<file path="src/rtl/mem_arbiter_pkg.sv">
// Package Common: types shared by the memory arbiter and its neighbours.
//   mem_inst_type_t : memory operation encoding; MEM_NOP means no access
//   arb_state_t     : arbiter FSM states (IDLE, BUSY, RESP)
//   arb_owner_t     : which requester owns the current transaction
//   is_store()      : true for the store operations (they return rdata 0)
package Common;

  localparam int DATA_W = 32;

  typedef enum logic [3:0] {
    MEM_NOP = 4'd0,
    MEM_LB  = 4'd1,
    MEM_LH  = 4'd2,
    MEM_LW  = 4'd3,
    MEM_LBU = 4'd4,
    MEM_LHU = 4'd5,
    MEM_SB  = 4'd6,
    MEM_SH  = 4'd7,
    MEM_SW  = 4'd8
  } mem_inst_type_t;

  typedef enum logic [1:0] {
    IDLE = 2'd0,
    BUSY = 2'd1,
    RESP = 2'd2
  } arb_state_t;

  typedef enum logic {
    OWN_IF = 1'b0,
    OWN_D  = 1'b1
  } arb_owner_t;

  function automatic logic is_store(input mem_inst_type_t t);
    return (t == MEM_SB) || (t == MEM_SH) || (t == MEM_SW);
  endfunction

endpackage

</file>
<file path="src/rtl/mem_arbiter.sv">
// mem_arbiter: two-requester (instruction fetch, data) arbiter in front of a
// single-ported memory. One transaction at a time: IDLE grants, BUSY waits
// for mem_ready_i (bounded by TIMEOUT cycles), RESP returns the read data.
//
// Parameters:
//   TIMEOUT      max BUSY cycles waiting for mem_ready_i (2..255)
// Ports:
//   clk, rst     single clock, synchronous active-high reset
//   if_*         fetch requester: req/addr in, gnt/rvalid/rdata out
//   d_*          data requester: req/type/addr/wdata in, gnt/rvalid/rdata out
//   mem_*        memory side: type/addr/wdata out, ready/rdata in
//   err_o        one-cycle pulse in RESP when the access timed out
// Build option:
//   MEM_ARB_RR_EN  defined: round-robin between simultaneous requests;
//                  undefined: data requester always wins.
module mem_arbiter
  import Common::*;
#(
  parameter int TIMEOUT = 16
) (
  input  logic           clk,
  input  logic           rst,
  input  logic           if_req_i,
  input  logic [31:0]    if_addr_i,
  output logic           if_gnt_o,
  output logic           if_rvalid_o,
  output logic [31:0]    if_rdata_o,
  input  logic           d_req_i,
  input  mem_inst_type_t d_type_i,
  input  logic [31:0]    d_addr_i,
  input  logic [31:0]    d_wdata_i,
  output logic           d_gnt_o,
  output logic           d_rvalid_o,
  output logic [31:0]    d_rdata_o,
  output mem_inst_type_t mem_type_o,
  output logic [31:0]    mem_addr_o,
  output logic [31:0]    mem_wdata_o,
  input  logic           mem_ready_i,
  input  logic [31:0]    mem_rdata_i,
  output logic           err_o
);

  localparam int CNT_W = $clog2(TIMEOUT + 1);
  localparam logic [CNT_W-1:0] CNT_LAST = CNT_W'(TIMEOUT - 1);

  arb_state_t     state_q, state_d;
  arb_owner_t     owner_q, owner_d;
  arb_owner_t     winner;
  logic           grant_any;
  logic [CNT_W-1:0] cnt_q, cnt_d;
  mem_inst_type_t type_q, type_d;
  mem_inst_type_t mem_type_q, mem_type_d;
  logic [31:0]    addr_q, addr_d;
  logic [31:0]    wdata_q, wdata_d;
  logic [31:0]    if_rdata_q, if_rdata_d;
  logic [31:0]    d_rdata_q, d_rdata_d;
  logic [31:0]    resp_data;
  logic           if_rvalid_q, if_rvalid_d;
  logic           d_rvalid_q, d_rvalid_d;
  logic           err_q, err_d;
`ifdef MEM_ARB_RR_EN
  arb_owner_t     last_win_q, last_win_d;
`endif

  // Winner select. Grants are only offered from IDLE and are suppressed
  // while reset is asserted so no requester sees a grant that is dropped.
  always_comb begin
    winner    = OWN_IF;
    grant_any = 1'b0;
    if ((state_q == IDLE) && !rst) begin
      grant_any = if_req_i | d_req_i;
      if (if_req_i && d_req_i) begin
`ifdef MEM_ARB_RR_EN
        winner = (last_win_q == OWN_IF) ? OWN_D : OWN_IF;
`else
        winner = OWN_D;
`endif
      end else if (d_req_i) begin
        winner = OWN_D;
      end
    end
  end

  assign if_gnt_o = grant_any && (winner == OWN_IF);
  assign d_gnt_o  = grant_any && (winner == OWN_D);

  // Next-state and output computation.
  always_comb begin
    state_d     = state_q;
    owner_d     = owner_q;
    cnt_d       = cnt_q;
    type_d      = type_q;
    addr_d      = addr_q;
    wdata_d     = wdata_q;
    mem_type_d  = MEM_NOP;
    if_rdata_d  = if_rdata_q;
    d_rdata_d   = d_rdata_q;
    if_rvalid_d = 1'b0;
    d_rvalid_d  = 1'b0;
    err_d       = 1'b0;
    resp_data   = '0;
`ifdef MEM_ARB_RR_EN
    last_win_d  = last_win_q;
`endif

    unique case (state_q)
      IDLE: begin
        if (grant_any) begin
          owner_d = winner;
          cnt_d   = '0;
          state_d = BUSY;
`ifdef MEM_ARB_RR_EN
          last_win_d = winner;
`endif
          if (winner == OWN_D) begin
            type_d  = d_type_i;
            addr_d  = d_addr_i;
            wdata_d = d_wdata_i;
          end else begin
            // Fetches are always plain word loads with no write data.
            type_d  = MEM_LW;
            addr_d  = if_addr_i;
            wdata_d = '0;
          end
          mem_type_d = type_d;
        end
      end

      BUSY: begin
        mem_type_d = type_q;
        // Ready is tested first so a ready on the last allowed cycle wins
        // over the timeout.
        if (mem_ready_i || (cnt_q == CNT_LAST)) begin
          state_d    = RESP;
          mem_type_d = MEM_NOP;
          err_d      = !mem_ready_i;
          if (mem_ready_i && !is_store(type_q)) begin
            resp_data = mem_rdata_i;
          end
          if (owner_q == OWN_IF) begin
            if_rdata_d  = resp_data;
            if_rvalid_d = 1'b1;
          end else begin
            d_rdata_d  = resp_data;
            d_rvalid_d = 1'b1;
          end
        end else begin
          cnt_d = cnt_q + 1'b1;
        end
      end

      RESP: begin
        state_d = IDLE;
      end

      default: begin
        state_d = IDLE;
      end
    endcase
  end

  always_ff @(posedge clk) begin
    if (rst) begin
      state_q     <= IDLE;
      owner_q     <= OWN_IF;
      cnt_q       <= '0;
      type_q      <= MEM_NOP;
      addr_q      <= '0;
      wdata_q     <= '0;
      mem_type_q  <= MEM_NOP;
      if_rdata_q  <= '0;
      d_rdata_q   <= '0;
      if_rvalid_q <= 1'b0;
      d_rvalid_q  <= 1'b0;
      err_q       <= 1'b0;
`ifdef MEM_ARB_RR_EN
      last_win_q  <= OWN_IF;
`endif
    end else begin
      state_q     <= state_d;
      owner_q     <= owner_d;
      cnt_q       <= cnt_d;
      type_q      <= type_d;
      addr_q      <= addr_d;
      wdata_q     <= wdata_d;
      mem_type_q  <= mem_type_d;
      if_rdata_q  <= if_rdata_d;
      d_rdata_q   <= d_rdata_d;
      if_rvalid_q <= if_rvalid_d;
      d_rvalid_q  <= d_rvalid_d;
      err_q       <= err_d;
`ifdef MEM_ARB_RR_EN
      last_win_q  <= last_win_d;
`endif
    end
  end

  assign mem_type_o  = mem_type_q;
  assign mem_addr_o  = addr_q;
  assign mem_wdata_o = wdata_q;
  assign if_rvalid_o = if_rvalid_q;
  assign if_rdata_o  = if_rdata_q;
  assign d_rvalid_o  = d_rvalid_q;
  assign d_rdata_o   = d_rdata_q;
  assign err_o       = err_q;

endmodule

</file>
<file path="config.mk">
export PLATFORM = sky130hd
export DESIGN_NAME = mem_arbiter
export DESIGN_NICKNAME = d
export VERILOG_FILES = /design/src/rtl/mem_arbiter_pkg.sv /design/src/rtl/mem_arbiter.sv
export SDC_FILE = /design/constraint.sdc
export NUM_CORES = 1
export LEC_CHECK = 0
export BUFFER_PORTS_ARGS = -buffer_cell sky130_fd_sc_hd__buf_2
export CAP_MARGIN = 20
export CORE_UTILIZATION = 48
export DETAILED_ROUTE_END_ITERATION = 8
export HOLD_SLACK_MARGIN = 0.06
export MAX_ROUTING_LAYER = met4
export PLACE_DENSITY = 0.77
export SETUP_SLACK_MARGIN = 0.5
export SLEW_MARGIN = 25
export SYNTH_ARGS = -nofsm -noshare
export SYNTH_HDL_FRONTEND = slang
export SYNTH_SLANG_ARGS = --single-unit
</file>
<file path="constraint.sdc">
create_clock -name clk -period 2.7 [get_ports clk]
set_input_delay 0.27 -clock clk [delete_from_list [all_inputs] [get_ports clk]]
set_output_delay 0.27 -clock clk [all_outputs]
set_load 0.02 [all_outputs]
</file>
==> summary.md <==
- 25.6% — switching fraction of total power
- 118 um — Die X-Extent
- 2.09 ns — post-layout min period
- 0 — n_diodes
- 0 — max-cap violations
- 7 — Detailed Routing Iterations Pass 1
- 6460 sq um — summed instance area of the synthesized netlist
- 5.61 — routed vias/inst
- 1177 — number of filler instances in the final layout
- 0.712 ns — actual slew at the worst max-slew pin
- 0.66 ns — R2R setup slack
- 6345 — DR vias
- 9.00 sq um — post-synthesis average cell area
- 0 — number of setup violations in the final report
- 13.8% — relative contribution of combinational cells to total power
- register to primary output — start-to-end type of the worst setup path
- 13900 sq um — area of the die
- 1132 — post-layout instance count excluding filler cells
- 5713 — via count of the first global-routing pass
- 718 — number of cells produced by synthesis
- 273 — I/O Buffers
- cnt_q[0] — launching point of the worst reg2reg path
- 8510 sq um — total non-filler cell area in the finished layout
- 1140 um — met3 layer wire length in the routed design
- 2940 sq um — total area of sequential cells
- 0.06 ns — CTS clk-pin slew, worst paths
- 0.835 — gp weighted congestion
- 272 x sky130_fd_sc_hd__buf_2, 146 x sky130_fd_sc_hd__dfxtp_1, 65 x sky130_fd_sc_hd__nor2b_1 — top library cells by usage in the layout, fill and taps aside
- input pin to register — type of the most critical hold path
- met4 — highest metal layer with signal wires
- 0.41 ns — clock latency on the worst-skew pair
- 118 um — die extent in y
- 3020 sq um — area occupied by multi-input gates
- 645 nW/um^2 — power per cell area
- 11 — maximum fanout along the worst path
- 52.3% — relative slew slack
- 0 — count of final max-slew check failures
- 1101 — placed insts
- 45.5% — fraction of the yosys area taken by sequential cells
- 18400 um — wire length reported by the detailed router
- 39 — library cells used by synthesis
- mem_wdata_o[0] — hold-critical path endpoint
- primary output — Worst setup EP type
- 3 — Hold Path Cell Cnt
- register — critical path launch point type
- 42 — row cnt
- 526 — violation count after the first detailed-routing iteration
- 0 — Overflow after GRT
- yes — TritonCTS clock tree
- 31.6% — Synth-to-Final Area Change
- 1.40 mW — power spent charging and discharging nets
- 77.4% — fraction of the cycle the final worst path needs
- 857 — net count after synthesis
- sky130_fd_sc_hd__buf_2 — most frequent standard cell in the layout excluding fill and tap cells
- d_wdata_i[0] — origin of the worst min-delay path
- state_q[1] — worst setup path startpoint
- if_rdata_o[16] — Worst R2R End
- 274 — top-level I/O count
- sky130_fd_sc_hd__nor4b_4 — crit path max-delay cell type
- 4.09 mW — Internal Pwr Total
- 29200 um — first-pass GRT wire length
- 1083 — Post-layout nets
- 36.3% — share of cells above drive strength 1
- 7 — Worst Reg2Reg Path Length in Cells
- 147 — synthesis-stage register bit count
- 2 — maximum buffer depth of the clock tree
- 12200 um — estimated wirelength of the detail-placed design
- 9190 um — met2 routed WL
- 5.49 mW — overall power of the completed layout
- 1.82 ns — Arrival @ worst endpoint
- 0 — yosys synthesis warning count
- 0 — Antenna Violating Nets Remaining
- 64.5% — final cell utilization of the core
- 0.67 ns — delay of the slowest cell on the worst path
- 4 — maximum level of the CTS H-tree
- 0 — antenna violations before repair
- 0.479 GHz — top achievable clock speed
- 44.1% — clock network fraction of total power
- yes — setup repair after global routing missed its margin
- 7870 sq um — dpl cell area
- 0 — total count of hold-check failures in the final report
- 17 — number of clock buffers inserted by TritonCTS
- 27.1% — overall routing resource usage
- 7760 um — total routed wire length on the met1 layer
- 67 — maximum number of pins on one net before global-route repair
- 2.43 ns — Data required, critical path
- 147 — Sinks on Clock Net
- sky130_fd_sc_hd__clkbuf_16 — buffer type at the clock tree root
- 42.1% — Reg power frac
- nor4b_4, buf_2 — list of cells traversed by the critical path
- 16.3 um — routed length per instance
- 0 — count of buffers added by post-CTS timing repair for setup
- 0.00869 ns — largest clock skew in the final design
- 0 ns — final-layout setup total negative slack
- finished, final reports clean — outcome
- 49.0% — starting utilization of the core area
- 0.000343 V — Max VDD drop
- 13200 sq um — Std-Cell Core Area
- 0 — post-detailed-route DRC marker count
- 3.52 nW — standby leakage power
[flip-flops by register name, indices dropped and copies added, names as in the netlist]
register     flops
owner_q          1
d_rdata_o       32
cnt_q            5
mem_type_o       4
err_o            1
mem_addr_o      32
mem_wdata_o     32
type_q           4
if_rvalid_o      1
if_rdata_o      32
state_q          2
d_rvalid_o       1
[cell usage after synthesis, drive strengths merged]
| cell type | n | area (sq um) |
|---|---|---|
| dfxtp | 147 | 2940 |
| o21ai | 70 | 350 |
| nor2b | 66 | 413 |
| a21oi | 51 | 255 |
| clkbuf | 44 | 165 |
| nand2 | 42 | 158 |
| buf | 41 | 248 |
| nand4b | 35 | 307 |
| inv | 34 | 128 |
| nand4 | 32 | 200 |
| o2bb2ai | 32 | 280 |
| o32ai | 32 | 280 |
| o211ai | 27 | 258 |
| o22ai | 23 | 144 |
| a32oi | 9 | 78.8 |
| nor2 | 5 | 18.8 |
| nor4b | 3 | 56.3 |
| or2 | 3 | 18.8 |
| or3 | 3 | 18.8 |
| a311oi | 2 | 17.5 |
| and3 | 2 | 12.5 |
| ha | 2 | 25.0 |
| nand2b | 2 | 12.5 |
| nor3 | 2 | 10.0 |
| or4b | 2 | 20.0 |
| a31o | 1 | 8.76 |
| a31oi | 1 | 6.26 |
| a41oi | 1 | 8.76 |
| and2 | 1 | 6.26 |
| clkinv | 1 | 3.75 |
| nand3 | 1 | 5.00 |
| o31ai | 1 | 7.51 |
[layout make-up]
cell class / instances / share of cell area (%)
clock buffer: 23 / 5.73
tap: 176 / 2.59
inverter: 35 / 1.54
multi-input combinational: 451 / 35.5
timing repair buffer: 292 / 18.5
sequential: 147 / 34.6
clock inverter: 8 / 1.47
[worst max-delay path by stage]
| stage | to |
|---|---|
| after floorplan | d_rdata_o[22] |
| after global placement | d_rdata_o[6] |
| after detailed placement | cnt_q[2] |
| after CTS | d_gnt_o |
| after global routing | cnt_q[0] |
| final | d_gnt_o |
[cell families after synthesis]
logic type | after synthesis | share of synthesized area [%]
buffers and inverters | 120 | 8.42
adders and majority gates | 2 | 0.387
AOI/OAI and AO/OA | 250 | 26.2
and+or+nand+nor | 199 | 19.4
DFF | 147 | 45.5
[power groups by stage]
stage	Combinational, mW	Sequential, mW	Clock (mW)
5_1_grt	0.816	2.32	2.57
3_3_place_gp	0.748	2.35	0
4_1_cts	0.752	2.31	2.46
2_1_floorplan	0.371	2.45	0
6_report	0.759	2.31	2.42
3_5_place_dp	0.749	2.36	0
[through the flow]
stage               worst slack [ns]  hold slack, ns
floorplan                      0.742           0.347
global placement               0.654           0.455
detailed placement             0.559           0.463
CTS                            0.534          0.0729
global route                   0.497          0.0847
finish                         0.611          0.0943
[metal layers]
metal | global-route usage (%) | up-vias
met2 | 43.6 | 252
li1 | - | 3104
met5 | - | -
met1 | 33.5 | 2967
met3 | 6.01 | 22
met4 | 9.13 | 0
[critical path, delay by kind of cell (launching register included)]
| family | cells | cell delay [ns] |
|---|---|---|
| buffers and inverters | 1 | 0.29 |
| DFF | 1 | 0.45 |
| and+or+nand+nor | 1 | 0.67 |
[timing repair]
action,CTS,global route
setup endpoints to repair,0,69
hold buffers,0,0
gates resized for setup,0,6
endpoints found under the hold margin,0,0
Power figures use the tool's default switching activity.
